--- src/rtl/demux4_router.sv ---
// Four-channel demultiplexing router. Each channel has a one-deep holding
// register with valid/ready handshaking, plus an occupancy count and a transfer counter.
module demux4_router #(
  parameter int N = 8
) (
  input  logic         clk,
  input  logic         reset,
  input  logic         in_valid,
  output logic         in_ready,
  input  logic [N-1:0] in_data,
  input  logic [1:0]   in_sel,
  output logic [N-1:0] out_data0,
  output logic [N-1:0] out_data1,
  output logic [N-1:0] out_data2,
  output logic [N-1:0] out_data3,
  output logic [3:0]   out_valid,
  input  logic [3:0]   out_ready,
  output logic [2:0]   occupancy,
  output logic [15:0]  xfer_count
);

  logic [N-1:0] data_q [4];
  logic [3:0]   full_q;
  logic [3:0]   deliver;
  logic [3:0]   load;
  logic [3:0]   full_d;
  logic [2:0]   occ_d;
  logic         accept;

  // A channel can take new data when it is empty or is being drained this
  // same cycle, which gives back-to-back throughput without a bubble.
  always_comb begin
    deliver  = full_q & out_ready;
    in_ready = ~full_q[in_sel] | out_ready[in_sel];
    accept   = in_valid & in_ready;
    load     = 4'b0000;
    if (accept) load[in_sel] = 1'b1;
    full_d = (full_q & ~deliver) | load;
    occ_d  = 3'd0;
    for (int k = 0; k < 4; k++) occ_d = occ_d + {2'b00, full_d[k]};
  end

  always_ff @(posedge clk or posedge reset) begin
    if (reset) begin
      full_q     <= 4'b0000;
      occupancy  <= 3'd0;
      xfer_count <= 16'h0000;
      for (int k = 0; k < 4; k++) data_q[k] <= '0;
    end else begin
      full_q    <= full_d;
      occupancy <= occ_d;
      if (accept) xfer_count <= xfer_count + 16'h0001;
      for (int k = 0; k < 4; k++) begin
        if (load[k]) data_q[k] <= in_data;
      end
    end
  end

  assign out_valid = full_q;
  assign out_data0 = data_q[0];
  assign out_data1 = data_q[1];
  assign out_data2 = data_q[2];
  assign out_data3 = data_q[3];

endmodule

--- config.mk ---
export PLATFORM = sky130hd
export DESIGN_NAME = demux4_router
export DESIGN_NICKNAME = d
export VERILOG_FILES = /design/src/rtl/demux4_router.sv
export SDC_FILE = /design/constraint.sdc
export NUM_CORES = 1
export LEC_CHECK = 0
export CAP_MARGIN = 20
export CORE_ASPECT_RATIO = 0.6
export CORE_MARGIN = 3
export CORE_UTILIZATION = 60
export DETAILED_ROUTE_END_ITERATION = 10
export DONT_BUFFER_PORTS = 1
export MAX_ROUTING_LAYER = met4
export PLACE_DENSITY_LB_ADDON = 0.2
export SYNTH_ARGS = -nofsm -noshare
export SYNTH_HDL_FRONTEND = slang
export SYNTH_SLANG_ARGS = --single-unit
--- constraint.sdc ---
create_clock -name clk -period 5.7 [get_ports clk]
set_input_delay 0.855 -clock clk [delete_from_list [all_inputs] [get_ports clk]]
set_output_delay 0.855 -clock clk [all_outputs]
set_load 0.01 [all_outputs]
==> reports/metrics.cfg, run 1 <==
[pwr]
cellInternalPower_w = 0.000633
clock_power_share_pct = 22.9
p_sw_share_pct = 30.7
power_frac_comb_pct = 13.7
vdd.ir_drop.worst_mv = 0.196
power_density_mw_per_mm2 = 380
total_power_w = 0.000914
power_leakage_nw = 1.04
switching_power_w = 0.000280
seq_power_share_pct = 63.5

[setup_path]
worstPathCellList = nand2b_1, mux4_2
crit_type = in -> out
cpMaxStageDelayCell = sky130_fd_sc_hd__mux4_2
critPathMaxFanout = 16
worst_ep_required_ns = 4.85
crit_family = multiplexers
critical_path_arrival_ns = 1.73
cpPeakStageDelay_ns = 0.70
setup.worst_path.start_class = input port
worstSetupEndpointType = output pin
critical_path.n_buffers_inverters = 0

[floorplan]
die_boundary_height_um = 53.7
floorplan.rows = 16
fp.dieArea_mm2 = 0.00459
start_util_pct = 66.1
total_i_o_pin_count = 73
die_width_um = 85.5
placeableCoreArea_mm2 = 0.00344

[logic_synthesis]
synth_compound_area_share_pct = 0.220
synth_area_per_cell_um2 = 14.1
synth_cell_types = 24
number_of_flip_flops_and_latches_in_the_synthesized_netlist = 55
synth_top_family_by_area = multiplexers
netlist_instances = 162
synthSimpleGateAreaFrac_pct = 11.8
synth_warnings = 0
synth_mux_area_share_pct = 17.3
postSynthNetCount = 183
synth_xor_area_share_pct = 5.77
synth_sequential_area_ratio_pct = 60.4
mappedNetlistArea_mm2 = 0.00228
yosys.area_share.adder_pct = 2.53

[global_routing]
wire_length_of_the_first_global_routing_pass_um = 7340
gr-usage-all-layers_pct = 21.9
via_count_of_the_first_global_routing_pass = 1410
number_of_antenna_violations_at_the_first_check_in_global_routing = 0
groute.layer.met2.usage_pct = 33.0
grt_start_max_net_pins = 56
top_usage_layer = met2
grtUsageMet3_pct = 7.65
globalRouteOverflowTotal = 0
global_route.usage.met1_pct = 29.4

[layout]
synthToLayoutAreaGrowth_pct = 5.60
fin_area_mm2 = 0.00240
num_antenna_cells = 0
fillerInstances = 258
finalNetCount = 186
drive_above_1_share_pct = 28.5

[sta]
max_clock_freq_ghz = 0.387
min_period_over_period_pct = 45.3
post_route_skew_ns = 0.00473
worst-slew-pin-transition_ns = 0.827
period_needed_ns = 2.58
maxSlewViolCount = 0
final.setup.tns_ns = 0
setup_viol = 0
timing.max_slew.rel_slack_pct = 44.8
rsz_0062_raised_after_global_routing = no
layout_setup_ws_ns = 3.12
final_hold_viol_count = 0

[cts]
post_cts_buffers = 0
cts-root-buf = sky130_fd_sc_hd__clkbuf_8
cts_tree = yes
tritoncts_num_sinks = 55
numCtsBuffers = 5
clk-insertion-delay-late_ns = 0.29
clkTransAtPathRegs_ns = 0.09
clk_path_buf_depth = 2
cts.repair.resized = 0
htree_num_levels = 2
hold_buffer_count_at_cts = 0

[min_path]
hp-class = in -> async

[routing]
detail_route.wl_per_cell_um = 21.3
detailedRoute.firstIterationViolations = 51
drt-pass1-iter-count = 4
avgViaCountPerCell = 6.20
via_count = 1303
drc_errors = 0
antenna_violating_nets_left = 0
detail_route.wirelength_um = 4480

[placed_design]
dp_hpwl_um = 3260
dpl_cell_area_mm2 = 0.00230
dp_worst_setup_slack_ns = 3.01
place.port_buffers = 0
gp_routability_congestion = 0.860

[run_status]
outcome = finished, final reports clean

[run]
timing.max_cap.violations = 0

## layout make-up
cell class	instances	area (um2)	area share, %
Sequential cell	55	1380	57.2
Multi-Input combinational cell	100	857	35.6
Clock buffer	6	82.6	3.43
Tap cell	45	56.3	2.34
Timing Repair Buffer	1	20.0	0.832
Inverter	2	7.51	0.312
Clock inverter	1	5.00	0.208
## cell usage in the layout (no fill, tap or decap), drive strengths merged, types with 2 or more instances in the layout
master / synthesis / layout
nand4: 9 / 9
nor2b: 2 / 2
dfrtp: 55 / 55
and3: 5 / 5
ha: 3 / 3
nand3: 10 / 10
nand2: 7 / 7
nand2b: 4 / 4
inv: 2 / 2
and2: 2 / 2
xnor2: 15 / 15
mux2: 33 / 33
nor2: 5 / 5
clkbuf: 0 / 6
## logic make-up after synthesis
family / after synthesis
muxes: 34
and+or+nand+nor: 46
buffers and inverters: 7
AOI/OAI and AO/OA: 1
adders and majority gates: 4
DFF: 55
xor gates and xnor gates: 15
## path summary, 6_finish.rpt
path,from,depth (start not counted),slack [ns],end
worst max-delay path,out_ready[3],2,3.12,in_ready
worst min-delay path,reset,1,0.39,xfer_count[12]
worst max register to register,out_valid[0],6,3.48,occupancy[1]
worst min register to register,xfer_count[15],1,0.54,xfer_count[15]
max in group asynchronous,reset,2,4.80,xfer_count[0]
min in group clk,xfer_count[15],1,0.54,xfer_count[15]
## stage by stage
stage / std cells / utilization [%] / hold slack [ns]
floorplan: 162 / - / 0.508
global placement: 202 / 66.7 / 0.532
detailed placement: 202 / 66.7 / 0.533
CTS: 209 / 69.3 / 0.546
global route: 210 / 69.8 / 0.396
finish: 210 / 69.8 / 0.389
## synthesized netlist by cell type (all sizes together)
master | n | area (um2)
and2 | 2 | 12.5
and3 | 5 | 31.3
buf | 5 | 36.3
dfrtp | 55 | 1380
fa | 1 | 20.0
ha | 3 | 37.5
inv | 2 | 7.51
mux2 | 33 | 372
mux4 | 1 | 22.5
nand2 | 7 | 26.3
nand2b | 4 | 25.0
nand3 | 10 | 70.1
nand3b | 1 | 7.51
nand4 | 9 | 56.3
nor2 | 5 | 21.3
nor2b | 2 | 12.5
nor4 | 1 | 6.26
o21ai | 1 | 5.00
xnor2 | 15 | 131
## routing by layer
metal / up-vias / share of wire (%) / wire [um]
met5: - / 0 / 0
met4: 0 / 0.25 / 11
met3: 2 / 9.6 / 431
met2: 67 / 45 / 2020
met1: 668 / 45 / 2020
li1: 566 / - / -
## flip-flops by register name, summed over array words and instances, names as in the netlist
register,count
out_data3,8
occupancy,3
out_data1,8
xfer_count,16
out_valid,4
out_data0,8
out_data2,8
## power groups by stage
stage / registers (W) / clock network [W] / logic, W
2_1_floorplan: 0.000560 / 0 / 0.000108
4_1_cts: 0.000581 / 0.000215 / 0.000125
6_report: 0.000580 / 0.000209 / 0.000125
3_3_place_gp: 0.000584 / 0 / 0.000115
5_1_grt: 0.000590 / 0.000231 / 0.000142
3_5_place_dp: 0.000587 / 0 / 0.000123
(Power assumes the default switching activity.)
==> run 2, diff against run 1 <==
--- a/config.mk
+++ b/config.mk
@@ -5,6 +5,7 @@
 export SDC_FILE = /design/constraint.sdc
 export NUM_CORES = 1
 export LEC_CHECK = 0
+export ABC_AREA = 1
 export CAP_MARGIN = 20
 export CORE_ASPECT_RATIO = 0.6
 export CORE_MARGIN = 3
==> constraint.sdc (replaced) <==
create_clock -name clk -period 2.7 [get_ports clk]
set_input_delay 0.405 -clock clk [delete_from_list [all_inputs] [get_ports clk]]
set_output_delay 0.405 -clock clk [all_outputs]
set_load 0.01 [all_outputs]
==> run 2 against run 1 <==
- utilization fell by 3.3 points
- total power is 120% higher
- die area increased by 16%
- critical endpoint is now occupancy[1]
- synthesized cell count increased by 98%
- via count increased by 65%
- wire length is 36% higher
- synthesized area is 18% higher
- non-clock buffer count up 6
- design area up 17%
==> reports/metrics.cfg, run 2 <==
[placed_design]
dpl_cell_area_mm2 = 0.00270
gp_routability_congestion = 0.861
dp_hpwl_um = 4590
place.port_buffers = 0

[min_path]
hp-class = in -> async

[logic_synthesis]
synth_sequential_area_ratio_pct = 51.4
synth_warnings = 0
cell_types_occupying_the_most_area_after_synthesis = sky130_fd_sc_hd__dfrtp_1, sky130_fd_sc_hd__nand2_1, sky130_fd_sc_hd__nand4_1
number_of_flip_flops_and_latches_in_the_synthesized_netlist = 55
synth-edff-count = 0
netlist_instances = 321
postSynthNetCount = 342
leading_cell_types_by_count_after_synthesis = sky130_fd_sc_hd__nand2_1, sky130_fd_sc_hd__dfrtp_1, sky130_fd_sc_hd__nand4_1
yosys.cell_count.top_type = sky130_fd_sc_hd__nand2_1
mappedNetlistArea_mm2 = 0.00268
synth_area_per_cell_um2 = 8.35
synth.largest_area_cell = sky130_fd_sc_hd__dfrtp_1
yosys_most_used_dff = sky130_fd_sc_hd__dfrtp_1
synthArstFlopShare_pct = 100
synth_cell_types = 20
synth_top_area_share_pct = 51.4

[cts]
post_cts_buffers = 0
numCtsBuffers = 5
clkTransAtPathRegs_ns = 0.09
tritoncts_num_sinks = 55
htree_num_levels = 2
clk_path_buf_depth = 2
hold_buffer_count_at_cts = 0
clk-insertion-delay-late_ns = 0.30
cts-root-buf = sky130_fd_sc_hd__clkbuf_8
cts.repair.resized = 0
cts_tree = yes

[pwr]
power_leakage_nw = 1.41
total_power_w = 0.00199
power_density_mw_per_mm2 = 708
vdd.ir_drop.worst_mv = 0.396

[layout]
final_common_cell = sky130_fd_sc_hd__nand2_1
max_flop_register = xfer_count
num_antenna_cells = 0
fillerInstances = 354
finalNetCount = 343
drive_above_1_share_pct = 7.14
synthToLayoutAreaGrowth_pct = 4.58
largest_register_ff_count = 16
most_used_cells_in_the_layout_excluding_fill_and_tap_cells = sky130_fd_sc_hd__nand2_1, sky130_fd_sc_hd__dfrtp_1, sky130_fd_sc_hd__nand4_1, sky130_fd_sc_hd__nor2_1, sky130_fd_sc_hd__inv_1
multi_input_area_mm2 = 0.00114
fin_area_mm2 = 0.00280
final_core_utilization_pct = 66.5
seq_area_mm2 = 0.00138

[setup_path]
setup.worst_path.start_class = register
critPathMaxFanout = 9
worstSetupEndpointType = register
worst_ep_required_ns = 2.89
crit_type = reg -> reg
regToRegStartpoint = out_valid[1]
timing.rr.end = occupancy[1]
critical_path_arrival_ns = 2.44
worst_r2r_path_depth = 10
r2r_setup_slack_ns = 0.44

[sta]
rsz_0062_raised_after_global_routing = no
worst_hold_slack_ns = 0.0961
final.setup.tns_ns = 0
setup_viol = 0
maxSlewViolCount = 0
max_clock_freq_ghz = 0.443
final_hold_viol_count = 0
worst-slew-pin-transition_ns = 0.725
timing.max_slew.rel_slack_pct = 51.6
period_needed_ns = 2.26
post_route_skew_ns = 0.00655
min_period_over_period_pct = 83.5

[global_routing]
via_count_of_the_first_global_routing_pass = 1948
wire_length_of_the_first_global_routing_pass_um = 10100
grt_start_max_net_pins = 39
number_of_antenna_violations_at_the_first_check_in_global_routing = 0
gr-usage-all-layers_pct = 25.3
globalRouteOverflowTotal = 0

[routing]
drc_errors = 0
detailedRoute.firstIterationViolations = 182
detail_route.wl_per_cell_um = 16.0
avgViaCountPerCell = 5.61
drt-pass1-iter-count = 4
via_count = 2144
detail_route.wirelength_um = 6100
antenna_violating_nets_left = 0

[floorplan]
start_util_pct = 63.6
die_width_um = 92.3
floorplan.rows = 18
total_i_o_pin_count = 73
die_boundary_height_um = 57.8
fp.dieArea_mm2 = 0.00533
placeableCoreArea_mm2 = 0.00421

[run_status]
outcome = finished, final reports clean

[run]
timing.max_cap.violations = 0

## run 2: changes by cell type after synthesis, moves of 3 or more
cell,before,now
sky130_fd_sc_hd__xnor2_1,15,7
sky130_fd_sc_hd__nand4_1,9,36
sky130_fd_sc_hd__nand2_1,7,146
sky130_fd_sc_hd__nor2_1,4,17
sky130_fd_sc_hd__mux2_2,32,0
sky130_fd_sc_hd__o21ai_0,1,8
sky130_fd_sc_hd__nand3_1,6,10
sky130_fd_sc_hd__and3_1,5,0
sky130_fd_sc_hd__buf_6,2,7
sky130_fd_sc_hd__clkbuf_1,0,3
sky130_fd_sc_hd__nand2b_1,4,0
sky130_fd_sc_hd__inv_1,2,13
## run 2: cell families (layout without fill, tap and decap cells)
logic type,after synthesis,in the layout,synth area share (%)
AOI/OAI and AO/OA,8,8,1.49
DFF,55,55,51.4
xor gates and xnor gates,9,9,2.94
adders and majority gates,4,4,2.15
and+or+nand+nor,216,216,35.8
buffers and inverters,29,30,6.26
## run 2: routing by layer
| layer | routed length [um] | global-route usage, % | vias to the layer above |
|---|---|---|---|
| met2 | 2360 | 30.8 | 92 |
| met1 | 2950 | 39.4 | 1003 |
| met4 | 39 | 5.07 | 0 |
| li1 | - | - | 1043 |
| met3 | 756 | 9.86 | 6 |
| met5 | 0 | - | - |
## run 2: final cells by class
class / count / share of cell area [%]
Timing Repair Buffer: 7 / 1.87
Clock inverter: 1 / 1.07
Sequential cell: 55 / 49.1
Multi-Input combinational cell: 237 / 40.5
Inverter: 16 / 2.14
Tap cell: 60 / 2.68
Clock buffer: 6 / 2.59
## run 2: stage by stage
step                      setup WS (ns)  std cells
after CTS                         0.442        382
after detailed placement          0.433        375
after global routing              0.257        382
final                             0.444        382
after global placement            0.498        375
after floorplan                   0.345        321
## run 2: worst max-delay path by stage
stage | cells after the start | slack (ns) | startpoint | endpoint
finish | 10 | 0.44 | out_valid[1] | occupancy[1]
global route | 10 | 0.26 | out_valid[0] | occupancy[1]
CTS | 10 | 0.44 | out_valid[3] | occupancy[1]
detailed placement | 10 | 0.43 | in_sel[1] | occupancy[1]
global placement | 10 | 0.50 | in_sel[1] | occupancy[1]
floorplan | 12 | 0.35 | in_sel[1] | occupancy[1]
## run 2: worst max-delay path: stages, from the launching register on
cell and delay, ns:
sky130_fd_sc_hd__dfrtp_1 0.45, sky130_fd_sc_hd__nand2_1 0.10, sky130_fd_sc_hd__nand2_1 0.05, sky130_fd_sc_hd__nand2_1 0.05, sky130_fd_sc_hd__nand2_1 0.06, sky130_fd_sc_hd__nand2_2 0.14
sky130_fd_sc_hd__nand3_2 0.18, sky130_fd_sc_hd__o21ai_0 0.18, sky130_fd_sc_hd__fa_1 0.48, sky130_fd_sc_hd__ha_1 0.20, sky130_fd_sc_hd__ha_1 0.27
## run 2: power breakdown
part           leakage [nW]  switching (W)  internal, W  total (W)
Clock                0.0513       0.000248     0.000272   0.000521
Combinational         0.649       0.000169     0.000108   0.000278
Sequential            0.707       0.000218     0.000969    0.00119
Total                  1.41       0.000636      0.00135    0.00199
